`src/rtl/prbs15_burst_ctrl.sv`:
```
// ---------------------------------------------------------------------------
// prbs15_burst_ctrl
//
// Sequencer for a prbs15 generator instance. On an accepted start it latches
// the configuration, loads the seed into the generator, lets it run for
// burst_len frames, freezes it for gap_len cycles between bursts, repeats for
// num_bursts bursts and then pulses done_o.
//
// Optional feature macro: PRBS_CTRL_RESEED_EN
//   defined   : every burst is preceded by a LOAD cycle (each burst replays
//               the sequence from the seed).
//   undefined : only the first burst loads; later bursts continue the LFSR
//               sequence contiguously across gaps.
//
// Ports
//   clk_i          clock
//   rst_i          synchronous active-high reset
//   start_i        start request (only looked at in IDLE)
//   abort_i        abort current sequence, overrides start_i
//   seed_i         LFSR seed, latched on accepted start
//   burst_len_i    frames per burst, latched on accepted start
//   gap_len_i      frozen cycles between bursts, latched on accepted start
//   num_bursts_i   number of bursts, latched on accepted start
//   prbs_init_o    seed to prbs15.prbs_init_i
//   load_prbs_o    to prbs15.load_prbs_i (high only in LOAD)
//   freeze_o       to prbs15.freeze_i (low only in RUN)
//   frame_valid_o  prbs15.prbs_frame_o is a valid burst frame
//   burst_idx_o    0-based index of the current burst
//   busy_o         high in every state except IDLE
//   done_o         one-cycle completion pulse
//   err_cfg_o      one-cycle pulse when a start is rejected
// ---------------------------------------------------------------------------
module prbs15_burst_ctrl #(
  parameter int LEN_W = 16,
  parameter int CNT_W = 8
) (
  input  logic             clk_i,
  input  logic             rst_i,
  input  logic             start_i,
  input  logic             abort_i,
  input  logic [14:0]      seed_i,
  input  logic [LEN_W-1:0] burst_len_i,
  input  logic [LEN_W-1:0] gap_len_i,
  input  logic [CNT_W-1:0] num_bursts_i,
  output logic [14:0]      prbs_init_o,
  output logic             load_prbs_o,
  output logic             freeze_o,
  output logic             frame_valid_o,
  output logic [CNT_W-1:0] burst_idx_o,
  output logic             busy_o,
  output logic             done_o,
  output logic             err_cfg_o
);

  typedef enum logic [2:0] {
    S_IDLE = 3'd0,
    S_LOAD = 3'd1,
    S_RUN  = 3'd2,
    S_GAP  = 3'd3,
    S_DONE = 3'd4
  } state_t;

`ifdef PRBS_CTRL_RESEED_EN
  localparam bit RESEED = 1'b1;
`else
  localparam bit RESEED = 1'b0;
`endif

  // state entered at the start of every burst after the first
  localparam state_t ENTRY = RESEED ? S_LOAD : S_RUN;

  // registered state and latched configuration
  state_t           r_state;
  logic [14:0]      r_seed;
  logic [LEN_W-1:0] r_blen;
  logic [LEN_W-1:0] r_glen;
  logic [CNT_W-1:0] r_nb;
  logic [LEN_W-1:0] r_bcnt;   // RUN cycles left in current burst, 1 = last
  logic [LEN_W-1:0] r_gcnt;   // GAP cycles left, 1 = last
  logic [CNT_W-1:0] r_idx;
  logic             r_err;

  // next-state decode
  state_t w_next;
  logic   w_accept;
  logic   w_cfg_bad;
  logic   w_run_last;
  logic   w_gap_last;
  logic   w_more;
  logic   w_bload;
  logic   w_gload;
  logic   w_idx_inc;

  assign w_accept   = (r_state == S_IDLE) && start_i && !abort_i;
  assign w_cfg_bad  = (seed_i == 15'd0) || (burst_len_i == '0) ||
                      (num_bursts_i == '0);
  // Down-counters loaded with the length and tested against 1, so a length
  // of all-ones never needs a wider counter.
  assign w_run_last = (r_bcnt == LEN_W'(1));
  assign w_gap_last = (r_gcnt == LEN_W'(1));
  assign w_more     = (r_idx != (r_nb - CNT_W'(1)));

  always_comb begin
    w_next    = r_state;
    w_bload   = 1'b0;
    w_gload   = 1'b0;
    w_idx_inc = 1'b0;
    case (r_state)
      S_IDLE: begin
        if (w_accept && !w_cfg_bad) w_next = S_LOAD;
      end
      S_LOAD: begin
        w_next  = S_RUN;
        w_bload = 1'b1;
      end
      S_RUN: begin
        if (w_run_last) begin
          if (!w_more) begin
            w_next = S_DONE;
          end else if (r_glen != '0) begin
            w_next  = S_GAP;
            w_gload = 1'b1;
          end else begin
            w_next    = ENTRY;
            w_idx_inc = 1'b1;
            // with reseed the LOAD cycle reloads the burst counter itself
            w_bload   = !RESEED;
          end
        end
      end
      S_GAP: begin
        if (w_gap_last) begin
          w_next    = ENTRY;
          w_idx_inc = 1'b1;
          w_bload   = !RESEED;
        end
      end
      S_DONE: begin
        w_next = S_IDLE;
      end
      default: begin
        w_next = S_IDLE;
      end
    endcase
    if (abort_i && (r_state != S_IDLE)) w_next = S_IDLE;
  end

  always_ff @(posedge clk_i) begin
    if (rst_i) begin
      r_state <= S_IDLE;
      r_seed  <= '0;
      r_blen  <= '0;
      r_glen  <= '0;
      r_nb    <= '0;
      r_bcnt  <= '0;
      r_gcnt  <= '0;
      r_idx   <= '0;
      r_err   <= 1'b0;
    end else begin
      r_state <= w_next;
      r_err   <= w_accept && w_cfg_bad;

      // a rejected start still latches; only LOAD consumes the values
      if (w_accept) begin
        r_seed <= seed_i;
        r_blen <= burst_len_i;
        r_glen <= gap_len_i;
        r_nb   <= num_bursts_i;
      end

      if (w_bload)                r_bcnt <= r_blen;
      else if (r_state == S_RUN)  r_bcnt <= r_bcnt - LEN_W'(1);

      if (w_gload)                r_gcnt <= r_glen;
      else if (r_state == S_GAP)  r_gcnt <= r_gcnt - LEN_W'(1);

      // index reads 0 whenever the block is idle
      if (w_next == S_IDLE)       r_idx <= '0;
      else if (w_idx_inc)         r_idx <= r_idx + CNT_W'(1);
    end
  end

  // Moore outputs
  assign prbs_init_o   = r_seed;
  assign load_prbs_o   = (r_state == S_LOAD);
  assign freeze_o      = (r_state != S_RUN);
  assign frame_valid_o = (r_state == S_RUN);
  assign burst_idx_o   = r_idx;
  assign busy_o        = (r_state != S_IDLE);
  assign done_o        = (r_state == S_DONE);
  assign err_cfg_o     = r_err;

endmodule

```
`config.mk`:
```
export PLATFORM = sky130hd
export DESIGN_NAME = prbs15_burst_ctrl
export DESIGN_NICKNAME = d
export VERILOG_FILES = /design/src/rtl/prbs15_burst_ctrl.sv
export SDC_FILE = /design/constraint.sdc
export NUM_CORES = 1
export LEC_CHECK = 0
export CORE_UTILIZATION = 35
export CTS_CLUSTER_DIAMETER = 60
export DETAILED_ROUTE_END_ITERATION = 10
export GPL_TIMING_DRIVEN = 1
export MAX_ROUTING_LAYER = met4
export PLACE_DENSITY = 0.64
export SLEW_MARGIN = 20
export SYNTH_ARGS = -nofsm -noshare
export SYNTH_HDL_FRONTEND = slang
export SYNTH_SLANG_ARGS = --single-unit
```
`constraint.sdc`:
```
create_clock -name clk_i -period 2.2 [get_ports clk_i]
set_clock_uncertainty 0.2 [all_clocks]
set_input_delay 0.33 -clock clk_i [delete_from_list [all_inputs] [get_ports clk_i]]
set_output_delay 0.33 -clock clk_i [all_outputs]
set_load 0.02 [all_outputs]
```
Word level (Yosys, flattened, before mapping)
Cells that the tools add are included.

operators by class
  $add $sub $neg = 4
  $mul = 0
  divide/modulo/power cells = 0
  magnitude comparators = 0
  equality and inequality tests = 8
  shift operators = 0
  muxes and demuxes = 21
  bitwise logic cells = 0
  reduce and logical (&&, ||, !) cells = 19

operators by type and width
  operator               number
  $mux 16                4
  $eq 16x1->1 const B    2
  $sub 16x1->16 const B  2
  $logic_not 16->1       1
  $reduce_bool 16->1     1
  $logic_not 15->1       1
  $mux 3                 5
  $pmux 3 s4             1
  $mux 1                 9
  $add 8x1->8 const B    1
  $logic_not 8->1        1
  $ne 8x8->1             1
  $sub 8x1->8 const B    1
  $eq 3x2->1 const B     2
  $logic_not 3->1        2
  $logic_and 1x1->1      5
  $reduce_bool 2->1      2
  $eq 3x1->1 const B     1
  $eq 3x3->1 const B     1
  $ne 3x2->1 const B     1
  $pmux 1 s3             1
  $reduce_bool 3->1      1
  $logic_not 1->1        2
  $logic_or 1x1->1       2
  2 further kinds        2

storage, ports and cells
  flip-flop bits (word level) = 99
  latch bits = 0
  RAM bits = 0
  ROM bits = 0
  input bits = 59
  output and inout port bits = 29
  memories = 0

Longest topological paths before layout
  depth after elaboration = 10
  gate-level depth with buffers = 10
  gate-level depth less buffers = 9

Least setup slack after synthesis
OpenSTA, ideal clock, no wires.

  path kind = reg2reg
  start point = reg r_nb[0]
  end point = reg r_bcnt[0]
  library setup time = 0.091 ns
  arrival time = 2.066 ns
  required time = 1.909 ns
  path slack = -0.157 ns
  stages on the path, launching flop included = 11
  clock period less this slack = 2.357 ns
  cells stage by stage = dfxtp_1 > inv_1 > ha_1 > nand2b_1 > or4b_1 > a22oi_2 > o211ai_4 > a21oi_4 > buf_4 > a21oi_1 > a311oi_1

on the way
  longest elaborated chain between the ends = 6

RTL lines
  what                                          RTL line  RTL
  start: declaration                            77        logic [CNT_W-1:0] r_nb;
  start signal: assignment                      168       r_nb <= num_bursts_i;
  $sub 8x1->8 (*)                               101       assign w_more = (r_idx != (r_nb - CNT_W'(1)));
  $ne 8x8->1 (*)                                101
  $mux 1 (*)                                    118       if (!w_more) begin
  $mux 1 (*)                                    117       if (w_run_last) begin
  $pmux 1 s3 (*)                                108       case (r_state)
  $mux 16 or $reduce_bool 2->1 (tied branches)  --
  end signal: assignment                        171       if (w_bload) r_bcnt <= r_blen;
  end signal: assignment                        172       else if (r_state == S_RUN) r_bcnt <= r_bcnt - LEN_W'(1);
  end: declaration                              78        logic [LEN_W-1:0] r_bcnt;

Every way passes the cells marked *; elsewhere a longest branch is shown, timed or not.
A chain may end at the register's enable or synchronous reset.

Worst setup path after layout
  start point = reg r_nb[0]
  end point = reg r_gcnt[6]

on the way
  longest elaborated chain between the ends = 6

RTL lines
  what                                          RTL line  RTL
  $sub 8x1->8 (*)                               101
  $ne 8x8->1 (*)                                101
  $mux 1 (*)                                    118
  $mux 1 (*)                                    117
  $mux 1 (*)                                    108
  $mux 16 or $reduce_bool 2->1 (tied branches)  --
  end signal: assignment                        174       if (w_gload) r_gcnt <= r_glen;
  end signal: assignment                        175       else if (r_state == S_GAP) r_gcnt <= r_gcnt - LEN_W'(1);
  end: declaration                              79        logic [LEN_W-1:0] r_gcnt;

Marked as above.

==> out/metrics.yaml <==
combPwrFrac: 0.155
pre_cts_ws_ns: -0.489
yosys.area.top_type: "dfxtp_1"
fin_crit_sh: 1.12
drive_above_1_share: 0.247
routabilityCongestion: 0.862
hold_path_depth: 4
finalSetupViolations: 42
violations: "setup timing"
cp-end-kind: "flip-flop"
synthArstFlopShare: 0
crit_chain: "inv_2 -> ha_4 -> nand2b_4 -> or4b_4 -> a22oi_2 -> o211ai_4 -> buf_6 -> buf_6 -> and2_4 -> a21oi_4 -> a21oi_2"
final_cell_area_sq_um: 7120
clock-root-buffer: "clkbuf_16"
r2r_slack_ns: -0.26
final_nets: 807
clock-sinks: 99
pwr-share-seq: 0.448
cpMostUsedCell: "buf_6"
num_vias: 4785
die_w_um: 117
worstPathRequired_ns: 2.23
fin_ws_ns: -0.262
rsz0062_at_grt: "true"
holdCritPathClass: "in2reg"
die_h_um: 117
row_count: 41
final_max_slew_viol_count: 0
grt.total_usage: 0.220
drt-initial-drc-count: 246
area_delta_synth_final_pct: 53.1
initial_utilization: 0.364
antenna_found_initial: 0
ff2ff_path_depth: 11
crit-reg2reg-launch: "r_nb[0]"
synthCells: 584
die-area_sq_um: 13800
synthTopCellsByCount: "nand2_1 (133), dfxtp_1 (99), a21oi_1 (93)"
io-pin-count: 88
crit_type: "reg2reg"
viasPerCell: 5.22
synth_nets: 649
internal-power_w: 0.00326
drc: 0
grt_max_degree: 90
h-tree-depth: 3
clk_latency_ns: 0.35
whs_endpoint: "r_state[0]"
drtPass1Iterations: 5
core_sq_um: 12800
cts_tree: "built"
reg2reg_to: "r_gcnt[6]"
synth_seq_area_share: 0.426
synth.cell_area_sq_um: 4650
yosys.area.top_type_share: 0.426
cpMaxStageDelayCell: "or4b_4"
worst-path-buf-inv: 3
synth_edf_count: 0
min_from: "rst_i"
cp-start-kind: "flip-flop"
slowest_delay_ns: 0.51
numPortBuffers: 87
yosysWarnings: 0
synth_seq_cells: 99
grt_overflow: 0
power_leakage_nw: 2.67
hpwlAfterDp_um: 9310
cts_buffer_depth: 2
switchingPower_w: 0.00103
numCtsBuffers: 9
clockPowerShare: 0.397
synth_cell_types: 54
p_sw_frac: 0.240
cp.arrival_ns: 2.49
slew_headroom: 0.694
antennaDiodeCount: 0
final.min_clock_period_ns: 2.46
grt_pass1_wl_um: 22500
avgSynthCellArea_sq_um: 7.96
ir_drop_v: 0.000546
wl_per_cell_um: 15.6
power.density_nw_per_um2: 602
synthTopCellsByArea: "dfxtp_1 (43%), nand2_1 (11%), a21oi_1 (10%)"
tightestPinTransition_ns: 0.456
cts_hold_buf: 0
path_max_fanout: 6
final_hold_viol_count: 0
drv_cap: 0
status: "finished with violations"
synthFlopType: "dfxtp_1"
crit_family: "simple AND/OR/NAND/NOR gates"
clk_pin_slew_worst_paths_ns: 0.07
place_area_sq_um: 6240
routed_wl_um: 14300
clock.fmax_mhz: 406
ant_nets: 0
yosysMostFrequentCell: "nand2_1"
first_global_vias: 4782
layout make-up:
type / instances / area, sq um
fillers: 1121 / 5650
repair buffers: 178 / 1720
clock inverters: 2 / 60.1
well taps: 172 / 215
clock buffers: 12 / 256
multi-input cells: 440 / 2830
flip-flops and latches: 99 / 1990
inverters: 14 / 52.6
cells in the final DEF, fill, tap and decap left out, types with 3 or more instances in the layout:
cell,n
ha_1,5
a211oi_2,5
buf_6,8
a311oi_1,15
o21ai_1,4
clkbuf_16,10
dfxtp_1,95
nand3_1,10
dlygate4sd2_1,3
a21oi_1,80
o21ai_0,4
a21oi_2,12
nor4_1,18
nand2_1,132
clkdlybuf4s50_1,81
nor3_1,10
o211ai_1,3
dfxtp_2,4
o21ai_2,3
inv_1,10
buf_4,72
nor4_4,3
nor2_2,6
nand4_1,7
nor2_1,22
buf_12,8
inv_2,4
xor2_1,10
a21oi_4,4
or3_4,6
or3_1,8
xnor2_1,19
metrics by stage:
| stage | util | setup TNS [ns] | std cells | power (W) | hold WS, ns |
|---|---|---|---|---|---|
| after floorplan | - | -1.48 | 584 | 0.00225 | 0.209 |
| after global placement | 0.488 | -11.42 | 885 | 0.00256 | 0.244 |
| after detailed placement | 0.488 | -13.79 | 885 | 0.00257 | 0.249 |
| after CTS | 0.542 | -7.78 | 914 | 0.00430 | 0.188 |
| after global routing | 0.558 | -12.39 | 917 | 0.00447 | 0.195 |
| final | 0.558 | -8.66 | 917 | 0.00429 | 0.187 |
worst max-delay path by stage:
stage,depth (start not counted),from,to,slack [ns]
floorplan,10,r_nb[1],r_bcnt[10],-0.08
global placement,9,r_nb[0],r_bcnt[4],-0.40
detailed placement,9,r_nb[0],r_bcnt[3],-0.49
CTS,11,r_nb[1],r_bcnt[3],-0.24
global route,11,r_nb[0],r_bcnt[3],-0.39
finish,11,r_nb[0],r_gcnt[6],-0.26
power groups by stage:
| stage | registers [W] | logic, W | clock network (W) |
|---|---|---|---|
| global route | 0.00193 | 0.000720 | 0.00182 |
| CTS | 0.00192 | 0.000642 | 0.00174 |
| finish | 0.00192 | 0.000664 | 0.00170 |
| detailed placement | 0.00196 | 0.000615 | 0 |
| global placement | 0.00195 | 0.000604 | 0 |
| floorplan | 0.00197 | 0.000279 | 0 |
tightest hold or removal path: cells and delay by family:
kind	cells	cell delay, ns
AND/OR/NAND/NOR	2	0.20
AO/OA/AOI/OAI	1	0.04
buffers and inverters	1	0.14
kinds of logic (layout without fill, tap and decap cells):
family	Yosys count	in the layout	share of synthesized area
compound gates	146	147	0.192
xor+xnor	31	31	0.0584
fa+ha+maj	6	6	0.0161
buf+inv	47	206	0.0422
flops	99	99	0.426
simple gates	255	256	0.265
per-layer routing:
metal  wire, um  vias to the layer above  global-route usage
met5          0                        -                   -
met4        293                        0              0.0785
met1       6190                     2282               0.249
met2       7130                      113               0.376
met3        659                       25              0.0561
li1           -                     2365                   -
sequential cells by signal, indices dropped and copies added, names as in the netlist:
signal,cells
r_glen,16
r_gcnt,16
r_nb,8
r_bcnt,16
err_cfg_o,1
r_blen,16
burst_idx_o,8
r_state,3
prbs_init_o,15
timing repair:
action,CTS,global route
gates cloned,5,1
gates resized for setup,57,40
buffers inserted,10,4
setup endpoints to repair,47,44
pin swaps,24,23
Power figures use the tool's default switching activity.
